<file path="config.mk">
export PLATFORM = sky130hd
export DESIGN_NAME = score_display_scanner
export DESIGN_NICKNAME = d
export VERILOG_FILES = /design/src/rtl/score_display_scanner_pkg.sv /design/src/rtl/score_display_scanner_bcd_to_seg.sv /design/src/rtl/score_display_scanner.sv
export SDC_FILE = /design/constraint.sdc
export NUM_CORES = 1
export LEC_CHECK = 0
export ABC_AREA = 1
export CORE_MARGIN = 4
export CORE_UTILIZATION = 54
export CTS_BUF_LIST = sky130_fd_sc_hd__clkbuf_4 sky130_fd_sc_hd__clkbuf_8
export CTS_CLUSTER_DIAMETER = 150
export DETAILED_ROUTE_END_ITERATION = 8
export HOLD_SLACK_MARGIN = 0.12
export PLACE_DENSITY = 0.78
export RECOVER_POWER = 100
export SYNTH_ARGS = -nofsm -noshare
export SYNTH_HDL_FRONTEND = slang
export SYNTH_SLANG_ARGS = --single-unit
</file>
<file path="constraint.sdc">
create_clock -name clk -period 3.3 [get_ports clk]
set_input_delay 0.33 -clock clk [delete_from_list [all_inputs] [get_ports clk]]
set_output_delay 0.33 -clock clk [all_outputs]
set_load 0.05 [all_outputs]
</file>
<file path="src/rtl/score_display_scanner_pkg.sv">
// Shared types and constants for the score display scanner: FSM states, widths,
// active-low seven-segment patterns ({g,f,e,d,c,b,a}) and the add-3 step.
package score_disp_pkg;

  typedef enum logic {IDLE, CONVERT} state_t;

  localparam int BCD_DIGITS = 4;
  localparam int SCORE_W    = 14;
  localparam int CONV_ITERS = 14;
  localparam int BCD_W      = BCD_DIGITS * 4;

  localparam logic [6:0] SEG_0     = 7'b1000000;
  localparam logic [6:0] SEG_1     = 7'b1111001;
  localparam logic [6:0] SEG_2     = 7'b0100100;
  localparam logic [6:0] SEG_3     = 7'b0110000;
  localparam logic [6:0] SEG_4     = 7'b0011001;
  localparam logic [6:0] SEG_5     = 7'b0010010;
  localparam logic [6:0] SEG_6     = 7'b0000010;
  localparam logic [6:0] SEG_7     = 7'b1111000;
  localparam logic [6:0] SEG_8     = 7'b0000000;
  localparam logic [6:0] SEG_9     = 7'b0010000;
  localparam logic [6:0] SEG_BLANK = 7'b1111111;

  // Double-dabble correction: any nibble >= 5 gets +3 before the next shift.
  function automatic logic [BCD_W-1:0] bcd_add3(input logic [BCD_W-1:0] b);
    logic [BCD_W-1:0] r;
    r = b;
    for (int i = 0; i < BCD_DIGITS; i++) begin
      if (b[i*4 +: 4] >= 4'd5) r[i*4 +: 4] = b[i*4 +: 4] + 4'd3;
    end
    return r;
  endfunction

endpackage

</file>
<file path="src/rtl/score_display_scanner_bcd_to_seg.sv">
// Combinational BCD digit to active-low seven-segment decoder; 10-15 blank.
module bcd_to_seg
  import score_disp_pkg::*;
(
  input  logic [3:0] i_bcd,
  output logic [6:0] o_seg
);

  always_comb begin
    o_seg = SEG_BLANK;
    case (i_bcd)
      4'd0:    o_seg = SEG_0;
      4'd1:    o_seg = SEG_1;
      4'd2:    o_seg = SEG_2;
      4'd3:    o_seg = SEG_3;
      4'd4:    o_seg = SEG_4;
      4'd5:    o_seg = SEG_5;
      4'd6:    o_seg = SEG_6;
      4'd7:    o_seg = SEG_7;
      4'd8:    o_seg = SEG_8;
      4'd9:    o_seg = SEG_9;
      default: o_seg = SEG_BLANK;
    endcase
  end

endmodule

</file>
<file path="src/rtl/score_display_scanner.sv">
// Score to 4-digit BCD (14-cycle double-dabble) plus multiplexed 7-seg scan.
// Define SCORE_DISPLAY_LEADING_ZERO_BLANK_EN to darken leading-zero digits.
module score_display_scanner
  import score_disp_pkg::*;
#(
  parameter int REFRESH_DIV = 100000,
  parameter int SCORE_MAX   = 9999
) (
  input  logic                clk,
  input  logic                rst,
  input  logic [SCORE_W-1:0]  score_in,
  input  logic                score_load,
  output logic                busy,
  output logic                done,
  output logic [BCD_W-1:0]    digits,
  output logic [3:0]          an,
  output logic [6:0]          seg
);

  localparam int                 RC_W  = $clog2(REFRESH_DIV);
  localparam int                 SH_W  = BCD_W + SCORE_W;
  localparam logic [SCORE_W-1:0] MAX_V = SCORE_W'(SCORE_MAX);

  state_t             r_state;
  logic [SH_W-1:0]    r_shift;
  logic [3:0]         r_iter;
  logic               r_busy;
  logic               r_done;
  logic [BCD_W-1:0]   r_digits;
  logic [RC_W-1:0]    r_refresh_cnt;
  logic [1:0]         r_scan_idx;

  logic [SCORE_W-1:0] w_clamped;
  logic [SH_W-1:0]    w_step;
  logic [3:0]         w_nibble;
  logic [3:0]         w_an_scan;

  assign w_clamped = (score_in > MAX_V) ? MAX_V : score_in;
  assign w_step    = {bcd_add3(r_shift[SH_W-1:SCORE_W]), r_shift[SCORE_W-1:0]} << 1;

  always_ff @(posedge clk) begin
    if (rst) begin
      r_state  <= IDLE;
      r_shift  <= '0;
      r_iter   <= '0;
      r_busy   <= 1'b0;
      r_done   <= 1'b0;
      r_digits <= '0;
    end else begin
      r_done <= 1'b0;
      case (r_state)
        IDLE: begin
          if (score_load) begin
            r_shift <= {{BCD_W{1'b0}}, w_clamped};
            r_iter  <= '0;
            r_busy  <= 1'b1;
            r_state <= CONVERT;
          end
        end
        CONVERT: begin
          r_shift <= w_step;
          r_iter  <= r_iter + 4'd1;
          if (r_iter == 4'(CONV_ITERS - 1)) begin
            r_digits <= w_step[SH_W-1:SCORE_W];
            r_done   <= 1'b1;
            r_busy   <= 1'b0;
            r_state  <= IDLE;
          end
        end
      endcase
    end
  end

  // Refresh timer and anode index run freely, independent of conversions.
  always_ff @(posedge clk) begin
    if (rst) begin
      r_refresh_cnt <= '0;
      r_scan_idx    <= 2'd0;
    end else if (r_refresh_cnt == RC_W'(REFRESH_DIV - 1)) begin
      r_refresh_cnt <= '0;
      r_scan_idx    <= r_scan_idx + 2'd1;
    end else begin
      r_refresh_cnt <= r_refresh_cnt + 1'b1;
    end
  end

  assign w_nibble  = r_digits[{r_scan_idx, 2'b00} +: 4];
  assign w_an_scan = ~(4'b0001 << r_scan_idx);

`ifdef SCORE_DISPLAY_LEADING_ZERO_BLANK_EN
  logic [3:0] w_lead_zero;
  assign w_lead_zero[3] = (r_digits[15:12] == 4'd0);
  assign w_lead_zero[2] = w_lead_zero[3] && (r_digits[11:8] == 4'd0);
  assign w_lead_zero[1] = w_lead_zero[2] && (r_digits[7:4] == 4'd0);
  assign w_lead_zero[0] = 1'b0;
  assign an = w_lead_zero[r_scan_idx] ? 4'b1111 : w_an_scan;
`else
  assign an = w_an_scan;
`endif

  bcd_to_seg u_bcd_to_seg (
    .i_bcd (w_nibble),
    .o_seg (seg)
  );

  assign busy   = r_busy;
  assign done   = r_done;
  assign digits = r_digits;

endmodule

</file>
==> out/qor_table.md <==
| Metric | Value | Unit |
|---|---|---|
| Run status | complete, but fails checks | - |
| Violated checks | max-capacitance violations, max-slew violations | - |
| Synthesis-stage register bit count | 72 | - |
| Total Nets Final | 621 | - |
| H-tree Lvls | 3 | - |
| Detailed-route wire length | 8020 | um |
| Crit path time final | 3.07 | ns |
| Final estimated routing congestion in global placement | 0.897 | - |
| Compound-cell area share of the yosys netlist | 11.0 | % |
| Highest ir drop seen on vdd | 0.304 | mV |
| Remaining global-route overflow | 0 | - |
| Number of rows created at floorplan | 30 | - |
| Post-CTS repair timing setup buffer count | 0 | - |
| Met2 track demand over resource | 35.4 | % |
| Areal power density over the cells | 389 | mW/mm^2 |
| Worst Setup Start Kind | register | - |
| Data required time at the worst endpoint | 2.97 | ns |
| Number of enable-type register cells in the synthesized netlist | 0 | - |
| Wire length of the first global-routing pass | 13,900 | um |
| Routed via count divided by cell count | 5.11 | - |
| Count of instances resized after the clock tree is built | 1 | - |
| Placed standard-cell area | 0.00430 | mm^2 |
| CP Capture Type | primary output | - |
| Fin Setup TNS | 0 | ns |
| I/O pin total | 46 | - |
| Port bufs | 45 | - |
| Number of antenna violations at the first check in global routing | 0 | - |
| Number of nets produced by synthesis | 583 | - |
| Register Area | 0.00144 | mm^2 |
| Share of synthesized area spent on multiplexers | 0 | % |
| Max-cap violations | 1 | - |
| Die height | 92.2 | um |
| Area growth syn-to-layout | 16.5 | % |
| YS warnings | 0 | - |
| Pwr Total | 0.00174 | W |
| Number of remaining DRC errors | 0 | - |
| Post-DP HPWL | 5980 | um |
| Final worst path period share | 93.1 | % |
| Total area of multi-input combinational cells | 0.00200 | mm^2 |
| Worst rel slew slack | -1.76 | % |
| Finished Core Util | 65.4 | % |
| Fraction of registers with async set or reset after synthesis | 0 | % |
| Worst endpoint data arrival time | 2.74 | ns |
| Count of fill cells added during filler insertion | 624 | - |
| Slew Limit Fails | 36 | - |
| Post-route clock skew | 0.0120 | ns |
| Type of the tightest min-delay check | reg2reg | - |
| Clock tree root driver cell | sky130_fd_sc_hd__clkbuf_8 | - |
| Type of the worst setup path | reg2out | - |
| Number of sinks handled by clock tree synthesis | 72 | - |
| Final design instance area without fill | 0.00447 | mm^2 |
| Number of setup violations in the final report | 0 | - |
| Post-synthesis average cell area | 7.02 | um^2 |
| Met1 Resource Use GR | 23.4 | % |
| TritonCTS clock tree | done | - |
| Largest net degree at the start of global routing | 36 | - |
| Core Area | 0.00683 | mm^2 |
| Number of clock buffers inserted by TritonCTS | 9 | - |
| Hold slack final | 0.470 | ns |
| Clock Path Buffers | 2 | - |
| Upper clock frequency limit | 0.326 | GHz |
| Count of final hold-check violations | 0 | - |
| Post-synthesis instance area | 0.00383 | mm^2 |
| Largest family of logic cells by synthesized area | simple AND/OR/NAND/NOR gates | - |
| 1st-pass router iterations | 4 | - |
| CTS clock-pin slew for the worst setup and hold paths | 0.08 | ns |
| Top Usage Layer GRT | met2 | - |
| Number of violations reported at the end of detailed-routing iteration 0 | 164 | - |
| Hold bufs inserted after CTS | 0 | - |
| Count of distinct cell types in the synthesized netlist | 35 | - |
| Ant. Diodes | 0 | - |
| CP Max Fanout | 12 | - |
| Top_reg_cell synth | sky130_fd_sc_hd__dfxtp_1 | - |
| Proportion of synthesized chip area in sequential cells | 37.6 | % |
| Post-synthesis simple-gate area fraction | 32.3 | % |
| Clock latency on the worst-skew pair | 0.34 | ns |
| Antenna-violating nets left | 0 | - |
| Post-synthesis adder-cell area fraction | 6.53 | % |
| Actual slew at the worst max-slew pin | 1.53 | ns |
| Number of standard cells after synthesis | 546 | - |
| Final routed wire length divided by cell count | 11.7 | um |
| GRT met3 Usage | 4.43 | % |
| Leakage Power | 1.89 | nW |
| Unrepaired setup endpoints after global routing | no | - |
| Initial core utilization | 56.1 | % |
| Overall track demand over capacity in global routing | 19.7 | % |
| Die Footprint | 0.00851 | mm^2 |
| Die X | 92.2 | um |
| Via count of the first global-routing pass | 3,248 | - |
| Layout cells sized above 1 | 5.09 | % |
| Vias | 3,498 | - |
| Xor and xnor fraction of the mapped netlist area | 2.51 | % |
routing by layer:
metal	vias up	share of wire [%]
met2	64	50
met3	7	4.3
met4	0	0.95
li1	1830	-
met5	-	0
met1	1597	45
per-stage QoR:
stage	cells	setup WS, ns
final	685	0.228
after detailed placement	669	0.351
after global routing	685	0.0280
after global placement	669	0.477
after CTS	685	0.0514
after floorplan	546	0.986
worst max-delay path: stages (launching register included):
cell and delay (ns):
sky130_fd_sc_hd__dfxtp_1 0.54, sky130_fd_sc_hd__inv_2 0.19, sky130_fd_sc_hd__a21oi_1 0.16, sky130_fd_sc_hd__o21ai_0 0.10, sky130_fd_sc_hd__nand2_1 0.20, sky130_fd_sc_hd__ha_1 0.21, sky130_fd_sc_hd__nand3_1 0.07, sky130_fd_sc_hd__nand2_1 0.07
sky130_fd_sc_hd__dlygate4sd3_1 0.86
synth_stat cells (all sizes together), types with 3 or more instances:
cell type	number	area share (%)
a21oi	39	5.1
a22oi	10	2.0
a31oi	3	0.49
buf	12	2.4
clkbuf	8	0.78
dfxtp	72	38
ha	20	6.5
inv	70	6.9
nand2	153	16
nand3	63	8.5
nand3b	3	0.59
nand4	5	1.2
nor2	44	4.6
nor3	5	0.78
o211ai	3	0.59
o21ai	17	2.5
or2	5	0.88
xor2	10	2.3
report_power, final:
group | switching (W) | internal [W] | total (W)
logic | 0.0000638 | 0.0000396 | 0.000103
clock network | 0.000326 | 0.000411 | 0.000737
registers | 0.00000995 | 0.000885 | 0.000895
worst paths after layout:
check | from | to | slack (ns) | depth (start not counted)
max | r_scan_idx[0] | seg[2] | 0.23 | 8
max reg2reg | r_state | digits[2] | 0.43 | 6
min reg2reg | r_refresh_cnt[0] | r_refresh_cnt[0] | 0.47 | 1
min | r_refresh_cnt[0] | r_refresh_cnt[0] | 0.47 | 1
placed cells by master (no fill, tap or decap):
| cell | instances |
|---|---|
| sky130_fd_sc_hd__ha_1 | 20 |
| sky130_fd_sc_hd__o21ai_4 | 1 |
| sky130_fd_sc_hd__clkdlybuf4s50_1 | 15 |
| sky130_fd_sc_hd__clkinv_4 | 1 |
| sky130_fd_sc_hd__clkinv_2 | 1 |
| sky130_fd_sc_hd__or2_0 | 3 |
| sky130_fd_sc_hd__a22oi_1 | 10 |
| sky130_fd_sc_hd__buf_4 | 1 |
| sky130_fd_sc_hd__or2_2 | 2 |
| sky130_fd_sc_hd__nand3_2 | 2 |
| sky130_fd_sc_hd__a31oi_1 | 3 |
| sky130_fd_sc_hd__dlygate4sd3_1 | 24 |
| sky130_fd_sc_hd__o21ai_0 | 16 |
| sky130_fd_sc_hd__xnor2_1 | 1 |
| sky130_fd_sc_hd__a21oi_1 | 39 |
| sky130_fd_sc_hd__nand3_1 | 61 |
| sky130_fd_sc_hd__nor3_2 | 1 |
| sky130_fd_sc_hd__nand4_4 | 1 |
| sky130_fd_sc_hd__nand4_1 | 4 |
| sky130_fd_sc_hd__xor2_1 | 10 |
| sky130_fd_sc_hd__nor3_1 | 4 |
| sky130_fd_sc_hd__nor4_1 | 1 |
| sky130_fd_sc_hd__nor2_4 | 1 |
| sky130_fd_sc_hd__nand2_1 | 151 |
| sky130_fd_sc_hd__dlygate4sd2_1 | 1 |
| sky130_fd_sc_hd__dfxtp_1 | 72 |
| sky130_fd_sc_hd__o211ai_1 | 3 |
| sky130_fd_sc_hd__clkbuf_8 | 12 |
| sky130_fd_sc_hd__o21a_1 | 2 |
| sky130_fd_sc_hd__nor2_1 | 42 |
| sky130_fd_sc_hd__nand2_4 | 2 |
| sky130_fd_sc_hd__inv_1 | 68 |
| sky130_fd_sc_hd__nor2_2 | 1 |
| sky130_fd_sc_hd__clkbuf_1 | 6 |
| sky130_fd_sc_hd__nand3b_1 | 3 |
| sky130_fd_sc_hd__clkinvlp_4 | 1 |
| sky130_fd_sc_hd__bufinv_16 | 1 |
| sky130_fd_sc_hd__inv_2 | 2 |
cell type report:
type / count / share of cell area (%)
Multi-Input combinational cell: 384 / 44.7
Tap cell: 96 / 2.69
Clock buffer: 12 / 3.70
Timing Repair Buffer: 47 / 9.61
Inverter: 70 / 5.88
Clock inverter: 4 / 1.15
Sequential cell: 72 / 32.3
logic make-up after synthesis:
logic type | Yosys count
AOI/OAI and AO/OA | 74
xor gates and xnor gates | 11
adders and majority gates | 20
buffers and inverters | 90
DFF | 72
and+or+nand+nor | 279
state kept, by name, summed over array words and instances, names as in the netlist:
register / count
r_iter: 4
busy: 1
done: 1
r_scan_idx: 2
r_refresh_cnt: 17
r_shift: 30
r_state: 1
digits: 16
(Power assumes the default switching activity.)
